### config.mk
export PLATFORM = sky130hd
export DESIGN_NAME = bist_pattern_driver
export DESIGN_NICKNAME = d
export VERILOG_FILES = /design/src/rtl/bist_pkg.sv /design/src/rtl/bist_misr.sv /design/src/rtl/bist_pattern_driver.sv
export SDC_FILE = /design/constraint.sdc
export NUM_CORES = 1
export LEC_CHECK = 0
export CAP_MARGIN = 10
export CORE_ASPECT_RATIO = 0.8
export CORE_MARGIN = 8
export CORE_UTILIZATION = 50
export DETAILED_ROUTE_END_ITERATION = 10
export PLACE_DENSITY_LB_ADDON = 0.1
export SETUP_SLACK_MARGIN = 0.05
export SYNTH_ARGS = -nofsm -noshare
export SYNTH_HDL_FRONTEND = slang
export SYNTH_SLANG_ARGS = --single-unit
### constraint.sdc
create_clock -name blif_clk_net -period 2.8 [get_ports blif_clk_net]
set_input_delay 0.7 -clock blif_clk_net [delete_from_list [all_inputs] [get_ports blif_clk_net]]
set_output_delay 0.7 -clock blif_clk_net [all_outputs]
set_load 0.05 [all_outputs]
### src/rtl/bist_pkg.sv
// Shared types and the Galois step used by the BIST pattern driver.
// Both the stimulus LFSR and the response MISR advance with galois_step.
package bist_pkg;

  typedef enum logic [2:0] {
    IDLE,
    INIT,
    RUN,
    DRAIN,
    DONE
  } state_e;

  localparam logic [15:0] LFSR_TAPS = 16'hB400;

  function automatic logic [15:0] galois_step(
    input logic [15:0] l
  );
    return {1'b0, l[15:1]} ^ (l[0] ? LFSR_TAPS : 16'h0000);
  endfunction

endpackage

### src/rtl/bist_misr.sv
// Multiple-input signature register compacting CUT responses.
// Cleared at run start, advanced only on capture cycles.
module bist_misr
  import bist_pkg::*;
#(
  parameter int OUT_W = 13
) (
  input  logic             clk,
  input  logic             rst,
  input  logic             clr,
  input  logic             en,
  input  logic [OUT_W-1:0] din,
  output logic [15:0]      sig
);

  logic [15:0] misr_d;
  logic [15:0] misr_q;

  // next signature: clear wins, otherwise fold in the zero-extended response
  always_comb begin
    misr_d = misr_q;
    if (clr) begin
      misr_d = '0;
    end else if (en) begin
      misr_d = galois_step(misr_q) ^ 16'(din);
    end
  end

  // signature register, dropped to zero on reset
  always_ff @(posedge clk or posedge rst) begin
    if (rst) begin
      misr_q <= '0;
    end else begin
      misr_q <= misr_d;
    end
  end

  assign sig = misr_q;

endmodule

### src/rtl/bist_pattern_driver.sv
// LFSR stimulus, CUT reset control and MISR signature check for one CUT.
// Response for vector j is captured SETTLE cycles after it is applied.
module bist_pattern_driver
  import bist_pkg::*;
#(
  parameter int          IN_W          = 15,
  parameter int          OUT_W         = 13,
  parameter int          PATTERN_COUNT = 256,
  parameter int          SETTLE        = 2,
  parameter logic [15:0] LFSR_SEED     = 16'hACE1
) (
  input  logic             blif_clk_net,
  input  logic             blif_reset_net,
  input  logic             start,
  input  logic [15:0]      golden_sig,
  input  logic [OUT_W-1:0] cut_out,
  output logic [IN_W-1:0]  cut_in,
  output logic             cut_reset,
  output logic             busy,
  output logic             done,
  output logic [15:0]      signature,
  output logic             pass
);

  localparam int CW = $clog2(PATTERN_COUNT + SETTLE + 1);

  localparam logic [15:0] SEED =
    (LFSR_SEED == 16'h0000) ? 16'h0001 : LFSR_SEED;

  localparam logic [CW-1:0] LAST_RUN = CW'(PATTERN_COUNT - 1);
  localparam logic [CW-1:0] LAST_ALL =
    CW'(PATTERN_COUNT + SETTLE - 1);
  localparam logic [CW-1:0] CAP_FROM = CW'(SETTLE);
  localparam logic [CW-1:0] INIT_END = CW'(1);

  state_e          state_d;
  state_e          state_q;
  logic [CW-1:0]   cnt_d;
  logic [CW-1:0]   cnt_q;
  logic [15:0]     lfsr_d;
  logic [15:0]     lfsr_q;
  logic            misr_clr;
  logic            misr_en;

  logic [IN_W-1:0] cut_in_d;
  logic [IN_W-1:0] cut_in_q;
  logic            cut_reset_d;
  logic            cut_reset_q;
  logic            busy_d;
  logic            busy_q;
  logic            done_d;
  logic            done_q;
  logic            drive_d;

  // sequencing: cnt is the INIT timer, then one global RUN+DRAIN index
  always_comb begin
    state_d  = state_q;
    cnt_d    = cnt_q;
    lfsr_d   = lfsr_q;
    misr_clr = 1'b0;
    misr_en  = 1'b0;
    unique case (state_q)
      IDLE, DONE: begin
        if (start) begin
          state_d  = INIT;
          cnt_d    = '0;
          lfsr_d   = SEED;
          misr_clr = 1'b1;
        end
      end
      INIT: begin
        if (cnt_q == INIT_END) begin
          state_d = RUN;
          cnt_d   = '0;
        end else begin
          cnt_d = cnt_q + 1'b1;
        end
      end
      RUN: begin
        misr_en = (cnt_q >= CAP_FROM);
        cnt_d   = cnt_q + 1'b1;
        if (cnt_q == LAST_RUN) begin
          state_d = (SETTLE == 0) ? DONE : DRAIN;
        end else begin
          lfsr_d = galois_step(lfsr_q);
        end
      end
      DRAIN: begin
        misr_en = (cnt_q >= CAP_FROM);
        cnt_d   = cnt_q + 1'b1;
        if (cnt_q == LAST_ALL) begin
          state_d = DONE;
        end
      end
      default: begin
        state_d = IDLE;
      end
    endcase
  end

  // output decode from the next state so outputs leave flops
  always_comb begin
    drive_d     = (state_d == RUN) || (state_d == DRAIN);
    cut_in_d    = drive_d ? lfsr_d[IN_W-1:0] : '0;
    cut_reset_d = !drive_d;
    busy_d      = drive_d || (state_d == INIT);
    done_d      = (state_q == DONE) && (state_d == DONE);
  end

  // FSM, LFSR and registered outputs
  always_ff @(posedge blif_clk_net or posedge blif_reset_net) begin
    if (blif_reset_net) begin
      state_q     <= IDLE;
      cnt_q       <= '0;
      lfsr_q      <= SEED;
      cut_in_q    <= '0;
      cut_reset_q <= 1'b1;
      busy_q      <= 1'b0;
      done_q      <= 1'b0;
    end else begin
      state_q     <= state_d;
      cnt_q       <= cnt_d;
      lfsr_q      <= lfsr_d;
      cut_in_q    <= cut_in_d;
      cut_reset_q <= cut_reset_d;
      busy_q      <= busy_d;
      done_q      <= done_d;
    end
  end

  bist_misr #(
    .OUT_W (OUT_W)
  ) u_misr (
    .clk (blif_clk_net),
    .rst (blif_reset_net),
    .clr (misr_clr),
    .en  (misr_en),
    .din (cut_out),
    .sig (signature)
  );

  assign cut_in    = cut_in_q;
  assign cut_reset = cut_reset_q;
  assign busy      = busy_q;
  assign done      = done_q;
  assign pass      = done_q && (signature == golden_sig);

endmodule

==> impl_results.rst <==
.. list-table::
   :header-rows: 1

   * - Metric
     - Value
   * - Pwr Density
     - a little under 500 nW/µm²
   * - Final setup skew
     - 0.00514 ns
   * - Maximum vdd drop
     - 0.438 mV
   * - Sink Count
     - slightly above 60
   * - Post-synthesis cell type with the largest combined area
     - sky130_fd_sc_hd__dfrtp_1
   * - Die Width
     - just over 100 µm
   * - Highest-count cells in the layout ignoring fill and taps
     - 58 x sky130_fd_sc_hd__clkdlybuf4s50_1, 51 x sky130_fd_sc_hd__dfrtp_1, 30 x sky130_fd_sc_hd__nand3_1, 26 x sky130_fd_sc_hd__xnor2_1, 26 x sky130_fd_sc_hd__nand2_1
   * - Core Footprint
     - between 5000 and 6000 µm²
   * - Hold/Removal Path Class
     - flip-flop to flip-flop
   * - Floorplan die height
     - 84.2 µm
   * - TritonRoute pass-1 iters
     - 5
   * - Kind of end point of the critical path
     - primary output
   * - Post-Synthesis Mean Instance Area
     - 10.6 µm²
   * - Slew headroom
     - 65.1%
   * - Overflow left after global routing
     - 0
   * - Final wirelength
     - 6.57 mm
   * - Number of antenna violations at the first check in global routing
     - 0
   * - Class of the most critical setup path
     - input pin to primary output
   * - Run status
     - finished, final reports clean
   * - Post-DRT Antenna Nets
     - 0
   * - Number of max-slew violations in the final report
     - 0
   * - Antenna Diode Count
     - 0
   * - Number of failing setup endpoints in the final timing report
     - 0
   * - Number of top-level pins
     - 67
   * - Post-synthesis sequential area ratio
     - 53.7%
   * - Most common cell after layout, fill and taps aside
     - sky130_fd_sc_hd__clkdlybuf4s50_1
   * - Dominant cells by area after synthesis
     - sky130_fd_sc_hd__dfrtp_1 46%, sky130_fd_sc_hd__xnor2_1 8.4%, sky130_fd_sc_hd__dfstp_2 8.1%, sky130_fd_sc_hd__nand3_1 5.2%, sky130_fd_sc_hd__nor2b_1 3.7%
   * - Setup WS post-layout
     - 0.100 ns
   * - Area of the mapped netlist
     - 2910 µm²
   * - Detail-routed via count per cell
     - about 5.2
   * - Via count of the first global-routing pass
     - 2179
   * - Fin Setup TNS
     - 0 ns
   * - Final #Nets
     - between 300 and 400
   * - Clk root buf
     - sky130_fd_sc_hd__clkbuf_8
   * - RR Startpoint
     - cnt_q[0]
   * - End of the critical path
     - pass
   * - Clock latency of the later-clocked register in the worst-skew pair
     - about 0.34 ns
   * - Gp weighted congestion
     - about 0.75
   * - Ratio of cells with drive above 1 in the final layout
     - 15.3%
   * - Clock buffer count from CTS
     - 9
   * - Portion of the clock cycle consumed by the worst path in the final layout
     - between 90 and 100%
   * - Data arrival time of the critical path
     - 2.00 ns
   * - Total area of multi-input combinational cells
     - approximately 1300 µm²
   * - Maximum net fanout on the critical path
     - 1
   * - Synthesis-to-finish area growth
     - 36.3%
   * - Share of Yosys cell area claimed by the top area cell type
     - 45.6%
   * - Actual transition at the worst max-transition pin
     - 0.522 ns
   * - Clock tree from TritonCTS
     - yes
   * - Clock-pin slew reported for the worst setup and hold paths after clock tree synthesis
     - around 0.06 ns
   * - Slack of the worst reg-to-reg path
     - 0.30 ns
   * - Total count of hold-check failures in the final report
     - 0
   * - Placement-stage worst setup slack
     - -0.0692 ns
   * - Global-route wire length before repair
     - 11.0 mm
   * - Starting Density
     - 50.5%
   * - # DRC
     - 0
   * - Final-layout worst hold slack
     - around 0.49 ns
   * - Number of standard-cell rows in the floorplan
     - 25
   * - FF+latch count, synth
     - 62
   * - Async set or reset register ratio after synthesis
     - 100%
   * - Most common flop cell mapped by yosys
     - sky130_fd_sc_hd__dfrtp_1
   * - Filler cells
     - 458
   * - FF+latch area
     - 1570 µm²
   * - Unrepaired setup endpoints after global routing
     - no
   * - Count of yosys warnings during synthesis
     - 0
   * - Final HPWL DP
     - 4.73 mm
   * - Maximum count of clock buffers along a single path
     - 2
   * - Total die area
     - around 8500 µm²
   * - Per-cell routed wire length
     - 15.1 µm
   * - Cells on worst reg2reg path
     - 9
   * - Worst reg2reg path endpoint
     - cut_in[13]
   * - Req. time, crit path
     - ~2.1 ns
   * - Clock H-tree levels
     - 3
   * - Mapped Cells
     - 275
   * - Number of different library cells in the post-synthesis netlist
     - 42
   * - Syn Nets
     - 311
   * - Overall routing resource usage
     - 16.3%
   * - Initial detailed-routing violation count
     - between 90 and 100
   * - Source of the critical timing path
     - golden_sig[15]
   * - Hold buffer count at CTS
     - 0
   * - Count of flip-flops with a built-in enable after synthesis
     - 0
   * - Largest net degree at the start of global routing
     - 33
   * - Number of I/O port buffers
     - between 60 and 70
   * - Worst setup SP type
     - input pin
   * - Routed via count
     - 2260
   * - Leakage component of the power
     - between 1.5 and 2 nW
   * - Number of maximum-capacitance violations
     - 0
   * - FMAX
     - 370 MHz
   * - Min cycle time layout
     - 2.70 ns
## power by group
part / internal, mW / switching, mW / total, mW
Clock: 0.499 / 0.346 / 0.845
Sequential: 0.908 / 0.0151 / 0.923
Combinational: 0.0890 / 0.0885 / 0.177
## worst max-delay path: stages
cell                              delay [ns]
sky130_fd_sc_hd__clkdlybuf4s50_1        0.49
sky130_fd_sc_hd__xnor2_1                0.14
sky130_fd_sc_hd__nand4_1                0.17
sky130_fd_sc_hd__nor4_4                 0.33
sky130_fd_sc_hd__buf_12                 0.18
## state kept, by name, summed over array words and instances, names as in the netlist
| name | cells |
|---|---|
| lfsr_q | 16 |
| busy | 1 |
| cnt_q | 9 |
| cut_reset | 1 |
| state_q | 3 |
| u_misr.sig | 16 |
| done | 1 |
| cut_in | 15 |
## per-stage QoR
| stage | cell area (µm²) | std cells | utilization [%] | total power [mW] |
|---|---|---|---|---|
| finish | 3960 | 434 | 68.9 | 1.94 |
| global route | 3960 | 434 | 68.9 | 2.03 |
| CTS | 3920 | 431 | 68.1 | 1.97 |
| detailed placement | 3700 | 415 | 64.3 | 1.11 |
| global placement | 3700 | 415 | 64.3 | 1.11 |
| floorplan | 2920 | 275 | - | 1.03 |
## cells in the mapped netlist (4+ instances only)
cell type / count
sky130_fd_sc_hd__clkbuf_1: 10
sky130_fd_sc_hd__a22o_1: 9
sky130_fd_sc_hd__nand4_1: 5
sky130_fd_sc_hd__xor2_1: 7
sky130_fd_sc_hd__nor3_1: 4
sky130_fd_sc_hd__inv_1: 7
sky130_fd_sc_hd__nand2_1: 26
sky130_fd_sc_hd__xnor2_1: 28
sky130_fd_sc_hd__o21ai_0: 20
sky130_fd_sc_hd__nor2_1: 7
sky130_fd_sc_hd__nand3_1: 30
sky130_fd_sc_hd__nor2b_1: 17
sky130_fd_sc_hd__dfstp_2: 9
sky130_fd_sc_hd__dfrtp_1: 53
sky130_fd_sc_hd__ha_1: 4
## cell type report
class	count	area share [%]
Clock inverter	6	2.18
Tap cell	81	2.56
Clock buffer	10	3.22
Inverter	7	0.663
Sequential cell	62	39.5
Multi-Input combinational cell	192	33.1
Timing Repair Buffer	76	18.8
## how the worst min path moves through the flow
stage / startpoint / end / slack [ns] / depth (start not counted)
4_1_cts: lfsr_q[15] / lfsr_q[15] / 0.49 / 2
3_3_place_gp: lfsr_q[15] / lfsr_q[15] / 0.47 / 2
5_1_grt: lfsr_q[15] / lfsr_q[15] / 0.52 / 2
3_5_place_dp: lfsr_q[15] / lfsr_q[15] / 0.48 / 2
6_report: lfsr_q[15] / lfsr_q[15] / 0.49 / 2
2_1_floorplan: lfsr_q[15] / lfsr_q[15] / 0.46 / 2
## routing by layer
metal / track usage [%] / part of all wire, % / vias to the layer above / routed length (µm)
met5: 0 / 0 / - / 0
met2: 24.7 / 47 / 56 / 3080
met3: 6.45 / 5.7 / 9 / 375
met1: 20.8 / 46 / 1092 / 3050
li1: - / - / 1103 / -
met4: 4.86 / 1.1 / 0 / 71
## what timing repair did
action | 4_1_cts | 5_1_grt
gates cloned | 0 | 0
buffers inserted | 0 | 3
resized for setup | 5 | 16
pin swaps | 3 | 5
endpoints found under the setup margin | 1 | 1
## logic make-up (layout without fill, tap and decap cells)
logic type	after synthesis	count (layout)	synth area share, %
compound gates	46	46	11.4
fa+ha+maj	4	4	1.72
buf+inv	21	99	2.97
mux	2	2	0.731
flops	62	62	53.7
xor+xnor	35	35	10.5
simple gates	105	105	19.0
No activity file was read; power rests on OpenSTA's default activity.
